--- src/rtl/weight_loader_pkg.sv ---
// Shared types and helpers for the secure weight loader: FSM states,
// error codes and the per-byte decrypt primitive.
package weight_loader_pkg;

  typedef enum logic [1:0] {
    ST_IDLE   = 2'b00,
    ST_STREAM = 2'b01,
    ST_DRAIN  = 2'b10,
    ST_CHECK  = 2'b11
  } state_t;

  localparam logic [1:0] ERR_NONE  = 2'b00;
  localparam logic [1:0] ERR_CSUM  = 2'b01;
  localparam logic [1:0] ERR_MODEL = 2'b10;
  localparam logic [1:0] ERR_ABORT = 2'b11;

  // plain = rotate-left-1(cipher XOR key)
  function automatic logic [7:0] decrypt_byte(input logic [7:0] cipher, input logic [7:0] k);
    logic [7:0] x;
    x = cipher ^ k;
    return {x[6:0], x[7]};
  endfunction

endpackage

--- src/rtl/wl_decrypt_stage.sv ---
// Registered N-bit decrypt stage: every byte of the word is decrypted
// independently and the result is captured on the next rising edge.
module wl_decrypt_stage
  import weight_loader_pkg::*;
#(
  parameter int N = 8
) (
  input  logic         clk,
  input  logic         rst_n,
  input  logic         flush,
  input  logic         in_valid,
  input  logic [N-1:0] in_data,
  input  logic [7:0]   key,
  output logic         out_valid,
  output logic [N-1:0] out_data
);

  logic [N-1:0] plain;

  genvar gi;
  generate
    for (gi = 0; gi < N / 8; gi++) begin : g_byte
      assign plain[gi*8 +: 8] = decrypt_byte(in_data[gi*8 +: 8], key);
    end
  endgenerate

  always_ff @(posedge clk or negedge rst_n) begin
    if (!rst_n) begin
      out_valid <= 1'b0;
      out_data  <= '0;
    end else begin
      out_valid <= in_valid & ~flush;
      if (in_valid) begin
        out_data <= plain;
      end
    end
  end

endmodule

--- src/rtl/secure_weight_loader.sv ---
// Streams one encrypted ROM channel through the decrypt stage into a local
// weight memory, checksums the plaintext and reports the outcome.
module secure_weight_loader
  import weight_loader_pkg::*;
#(
  parameter int N          = 8,
  parameter int DEPTH      = 16,
  parameter int NUM_MODELS = 2,
  parameter int CSUM_W     = 16
) (
  input  logic                          clk,
  input  logic                          rst_n,
  input  logic                          start,
  input  logic                          abort,
  input  logic [7:0]                    key,
  input  logic [$clog2(NUM_MODELS)-1:0] model_sel,
  input  logic [NUM_MODELS*N-1:0]       rom_data,
  input  logic [CSUM_W-1:0]             expected_csum,
  output logic [$clog2(DEPTH)-1:0]      rom_addr,
  output logic                          rom_en,
  input  logic [$clog2(DEPTH)-1:0]      rd_addr,
  output logic [N-1:0]                  rd_data,
  output logic                          busy,
  output logic                          done,
  output logic                          weights_valid,
  output logic [1:0]                    err_code,
  output logic [$clog2(NUM_MODELS)-1:0] loaded_model
);

  localparam int SEL_W  = $clog2(NUM_MODELS);
  localparam int ADDR_W = $clog2(DEPTH);

  state_t             state;
  logic [7:0]         key_reg;
  logic [SEL_W-1:0]   sel_reg;
  logic               sel_ok_reg;
  logic               sel_in_range;
  logic               flush;
  logic               rom_valid_reg;
  logic [N-1:0]       rom_word;
  logic               dec_valid;
  logic [N-1:0]       dec_data;
  logic [ADDR_W-1:0]  wr_addr_reg;
  logic [CSUM_W-1:0]  csum_reg;
  logic [N-1:0]       mem [DEPTH];

  assign sel_in_range = (32'(model_sel) < NUM_MODELS);
  assign flush        = abort && (state != ST_IDLE);

  always_comb begin
    rom_word = '0;
    for (int i = 0; i < NUM_MODELS; i++) begin
      if (sel_reg == SEL_W'(i)) begin
        rom_word = rom_data[i*N +: N];
      end
    end
  end

  // rom_en delayed by the ROM read latency marks rom_data as live
  always_ff @(posedge clk or negedge rst_n) begin
    if (!rst_n) begin
      rom_valid_reg <= 1'b0;
    end else begin
      rom_valid_reg <= rom_en & ~flush;
    end
  end

  wl_decrypt_stage #(.N(N)) u_decrypt (
    .clk       (clk),
    .rst_n     (rst_n),
    .flush     (flush),
    .in_valid  (rom_valid_reg),
    .in_data   (rom_word),
    .key       (key_reg),
    .out_valid (dec_valid),
    .out_data  (dec_data)
  );

  always_ff @(posedge clk or negedge rst_n) begin
    if (!rst_n) begin
      csum_reg    <= '0;
      wr_addr_reg <= '0;
    end else if (state == ST_IDLE && start) begin
      csum_reg    <= '0;
      wr_addr_reg <= '0;
    end else if (dec_valid) begin
      csum_reg    <= csum_reg + CSUM_W'(dec_data);
      wr_addr_reg <= wr_addr_reg + 1'b1;
    end
  end

  // Weight memory is deliberately left out of reset.
  always_ff @(posedge clk) begin
    if (dec_valid) begin
      mem[wr_addr_reg] <= dec_data;
    end
  end

  assign rd_data = mem[rd_addr];

  always_ff @(posedge clk or negedge rst_n) begin
    if (!rst_n) begin
      state         <= ST_IDLE;
      rom_addr      <= '0;
      rom_en        <= 1'b0;
      busy          <= 1'b0;
      done          <= 1'b0;
      weights_valid <= 1'b0;
      err_code      <= ERR_NONE;
      loaded_model  <= '0;
      key_reg       <= '0;
      sel_reg       <= '0;
      sel_ok_reg    <= 1'b0;
    end else begin
      done <= 1'b0;
      if (flush) begin
        // abort wins over any completion in the same cycle
        state         <= ST_IDLE;
        rom_addr      <= '0;
        rom_en        <= 1'b0;
        busy          <= 1'b0;
        weights_valid <= 1'b0;
        err_code      <= ERR_ABORT;
      end else begin
        unique case (state)
          ST_IDLE: begin
            if (start) begin
              key_reg       <= key;
              sel_reg       <= model_sel;
              sel_ok_reg    <= sel_in_range;
              weights_valid <= 1'b0;
              err_code      <= ERR_NONE;
              rom_addr      <= '0;
              rom_en        <= sel_in_range;
              busy          <= 1'b1;
              state         <= ST_STREAM;
            end
          end
          ST_STREAM: begin
            if (!sel_ok_reg) begin
              state    <= ST_IDLE;
              busy     <= 1'b0;
              done     <= 1'b1;
              err_code <= ERR_MODEL;
            end else if (rom_addr == ADDR_W'(DEPTH - 1)) begin
              state    <= ST_DRAIN;
              rom_en   <= 1'b0;
              rom_addr <= '0;
            end else begin
              rom_addr <= rom_addr + 1'b1;
            end
          end
          ST_DRAIN: begin
            if (!rom_valid_reg && !dec_valid) begin
              state <= ST_CHECK;
            end
          end
          ST_CHECK: begin
            state <= ST_IDLE;
            busy  <= 1'b0;
            done  <= 1'b1;
            if (csum_reg != expected_csum) begin
              err_code      <= ERR_CSUM;
              weights_valid <= 1'b0;
            end else begin
              weights_valid <= 1'b1;
              loaded_model  <= sel_reg;
            end
          end
        endcase
      end
    end
  end

endmodule

--- config.mk ---
export PLATFORM = sky130hd
export DESIGN_NAME = secure_weight_loader
export DESIGN_NICKNAME = d
export VERILOG_FILES = /design/src/rtl/weight_loader_pkg.sv /design/src/rtl/wl_decrypt_stage.sv /design/src/rtl/secure_weight_loader.sv
export SDC_FILE = /design/constraint.sdc
export NUM_CORES = 1
export LEC_CHECK = 0
export BUFFER_PORTS_ARGS = -buffer_cell sky130_fd_sc_hd__buf_2
export CORE_AREA = 10 10 136 138
export CTS_CLUSTER_SIZE = 25
export DETAILED_ROUTE_END_ITERATION = 8
export DIE_AREA = 0 0 146 148
export PLACE_DENSITY = 0.7
export REMOVE_ABC_BUFFERS = 1
export SLEW_MARGIN = 15
export SYNTH_ARGS = -nofsm -noshare
export SYNTH_HDL_FRONTEND = slang
export SYNTH_SLANG_ARGS = --single-unit
--- constraint.sdc ---
create_clock -name clk -period 5.6 [get_ports clk]
set_input_delay 1.12 -clock clk [delete_from_list [all_inputs] [get_ports clk]]
set_output_delay 1.12 -clock clk [all_outputs]
set_load 0.02 [all_outputs]
==> flow_summary_export.csv <==
group,metric,value,unit
sta,min_period,4.30,ns
cts,cts_resized,0,
placed_design,dpl_worst_slack,1.24,ns
routing,wire_per_inst,20.7,um
layout,largest_reg_flops,128,
grt,grt_pass1_vias,4764,
placed_design,io_buffers,67,
critical_path,reg2reg_depth,7,
critical_path,worstPathArrival,3.18,ns
critical_path,startpoint_type,"input pin",
layout,drive_gt1_frac,0.262,
sta,tightest_slew,1.00,ns
logic_synthesis,avgSynthCellArea,15.5,um^2
logic_synthesis,ys_seq_area_frac,0.646,
sta,skew,0.00884,ns
logic_synthesis,synthDistinctLibCells,55,
placed_design,gp_congestion,0.863,
layout,fin_nets,647,
routing,first_pass_iters,6,
logic_synthesis,synth.most_common_cell,"edfxtp_1",
sta,max_slew_margin,0.332,
routing,drtIter0Drc,306,
power,ir_worst_vdd,0.000242,V
routing,drc,0,
critical_path,crit_type,"in2out",
logic_synthesis,syn-instance-count,516,
grt,grt_max_degree,54,
critical_path,slowest_stage,"buf_2",
grt,antenna_found_initial,0,
cts,ctsHtreeMaxLevel,4,
sta,hold_viol,0,
grt,grt_pass1_wl,26700,um
sta,maxSlewViolCount,0,
sta,fin_setup_tns,0,ns
critical_path,cp_max_fo,22,
routing,vias_per_cell,5.65,
critical_path,crit_chain,"buf_2 -> buf_4 -> mux4_2 -> mux4_2 -> buf_2",
routing,wl,16800,um
grt,track_usage,0.160,
sta,period_share,0.769,
sta,setup_slack,1.30,ns
routing,postRouteAntennaNets,0,
cts,insertion_delay,0.43,ns
cts,postCtsHoldBufs,0,
logic_synthesis,ys.flop_type,"edfxtp_1",
logic_synthesis,synth_top_area_cell,"edfxtp_1",
logic_synthesis,syn_area,8010,um^2
routing,num_vias,4586,
floorplanning,die_w,146,um
floorplanning,dieHeight,148,um
critical_path,crit_required,4.48,ns
power,leakage,3.43,nW
sta,holdWs,0.494,ns
logic_synthesis,synth_top_cell_area_share,0.480,
min_path,hold_class,"reg2reg",
layout,antennaDiodeCount,0,
critical_path,max_stage_delay,0.55,ns
floorplanning,initial_core_util,0.510,
cts,clock-sinks,181,
placed_design,hpwl,11500,um
cts,clkTransAtPathRegs,0.06,ns
sta,clock.fmax,232,MHz
floorplanning,rows,46,
logic_synthesis,async_reset_ff_frac,0.293,
min_path,hold_depth,2,
logic_synthesis,netlist_top_cells_area,"edfxtp_1 48%, dfrtp_1 17%, mux4_2 11%, nand2_1 2.4%, ha_1 2.0%",
floorplanning,io_pins,68,
cts,clockRootBuffer,"clkbuf_16",
sta,setup_viol,0,
cts,postCtsSetupRepairBufs,0,
outcome,outcome,"finished, final reports clean",
logic_synthesis,synth-edff-count,128,
power,p_per_area,411,nW/um^2
cts,cts_tree,"yes",
sta,rsz0062_at_grt,"false",
cts,clockBufferDepth,2,
grt,overflow,0,
job,cap_violations,0,
logic_synthesis,yosys-top-cells-count,"128 x edfxtp_1, 53 x dfrtp_1, 52 x nand2_1",
logic_synthesis,yosys_warnings,0,
layout,area_delta_synth_final,13.5,%
floorplanning,core-area,15700,um^2
floorplanning,die_area,21600,um^2
critical_path,cp-end-kind,"output port",
logic_synthesis,ys_seq_elements,181,
cts,cts_buffers,17,
==> area by class of cell <==
class | count | area, um^2
flip-flops and latches | 181 | 5170
repair buffers | 71 | 365
multi-input cells | 307 | 2720
inverters | 6 | 22.5
well taps | 216 | 270
clock inverters | 11 | 103
clock buffers | 20 | 437
fillers | 1248 | 6630
==> path summary, 6_finish.rpt <==
path | startpoint | endpoint | slack [ns]
min reg2reg | key_reg[2] | key_reg[2] | 0.49
min | key_reg[2] | key_reg[2] | 0.49
min in group asynchronous | rst_n | key_reg[6] | 0.81
max reg2reg | u_decrypt.out_data[0] | csum_reg[8] | 3.12
max | rd_addr[0] | rd_data[3] | 1.30
max in group asynchronous | rst_n | state[0] | 4.33
==> routing by layer <==
metal,vias to the layer above,wire length [um],part of all wire,track usage
met1,2300,7150,0.42,0.200
li1,2101,-,-,-
met5,-,0,0,0
met2,157,8340,0.49,0.262
met3,28,1070,0.063,0.0476
met4,0,294,0.017,0.0521
==> metrics by stage <==
step                utilization  power (mW)  cell area, um^2  std cells
global route              0.578        3.92             9090        812
finish                    0.578        3.73             9090        812
global placement          0.544        2.63             8550        781
CTS                       0.578        3.76             9090        812
detailed placement        0.544        2.67             8550        781
floorplan                     -        2.39             7910        494
==> critical path: cells and delay by family <==
family	cells	cell delay [ns]
buffers and inverters	3	1.06
multiplexers	2	0.99
==> cell families after synthesis <==
| kind of cell | share of synthesized area |
|---|---|
| AO/OA/AOI/OAI | 0.0499 |
| XOR/XNOR | 0.0328 |
| adder cells (fa/ha/maj) | 0.0228 |
| buffers and inverters | 0.0152 |
| flip-flops | 0.646 |
| multiplexers | 0.148 |
| AND/OR/NAND/NOR | 0.0852 |
==> layout by cell type, fill, tap and decap left out, types with 14 or more instances in the layout <==
cell type  synthesis  routed
edfxtp_1         128     128
buf_2              7      67
dfrtp_1           53      53
nand2_1           52      52
mux4_2            40      40
and2_1            18      18
o21ai_0           18      18
a21oi_1           18      18
clkbuf_16          0      17
mux2i_1           16      16
xnor2_1           16      16
nor2_1            15      15
xor2_1            14      14
==> power by group <==
part	switching (mW)	internal [mW]	total [mW]
clock	0.485	0.611	1.10
combinational	0.358	0.318	0.676
sequential	0.250	1.71	1.96
total	1.09	2.64	3.73
(Power assumes the default switching activity.)
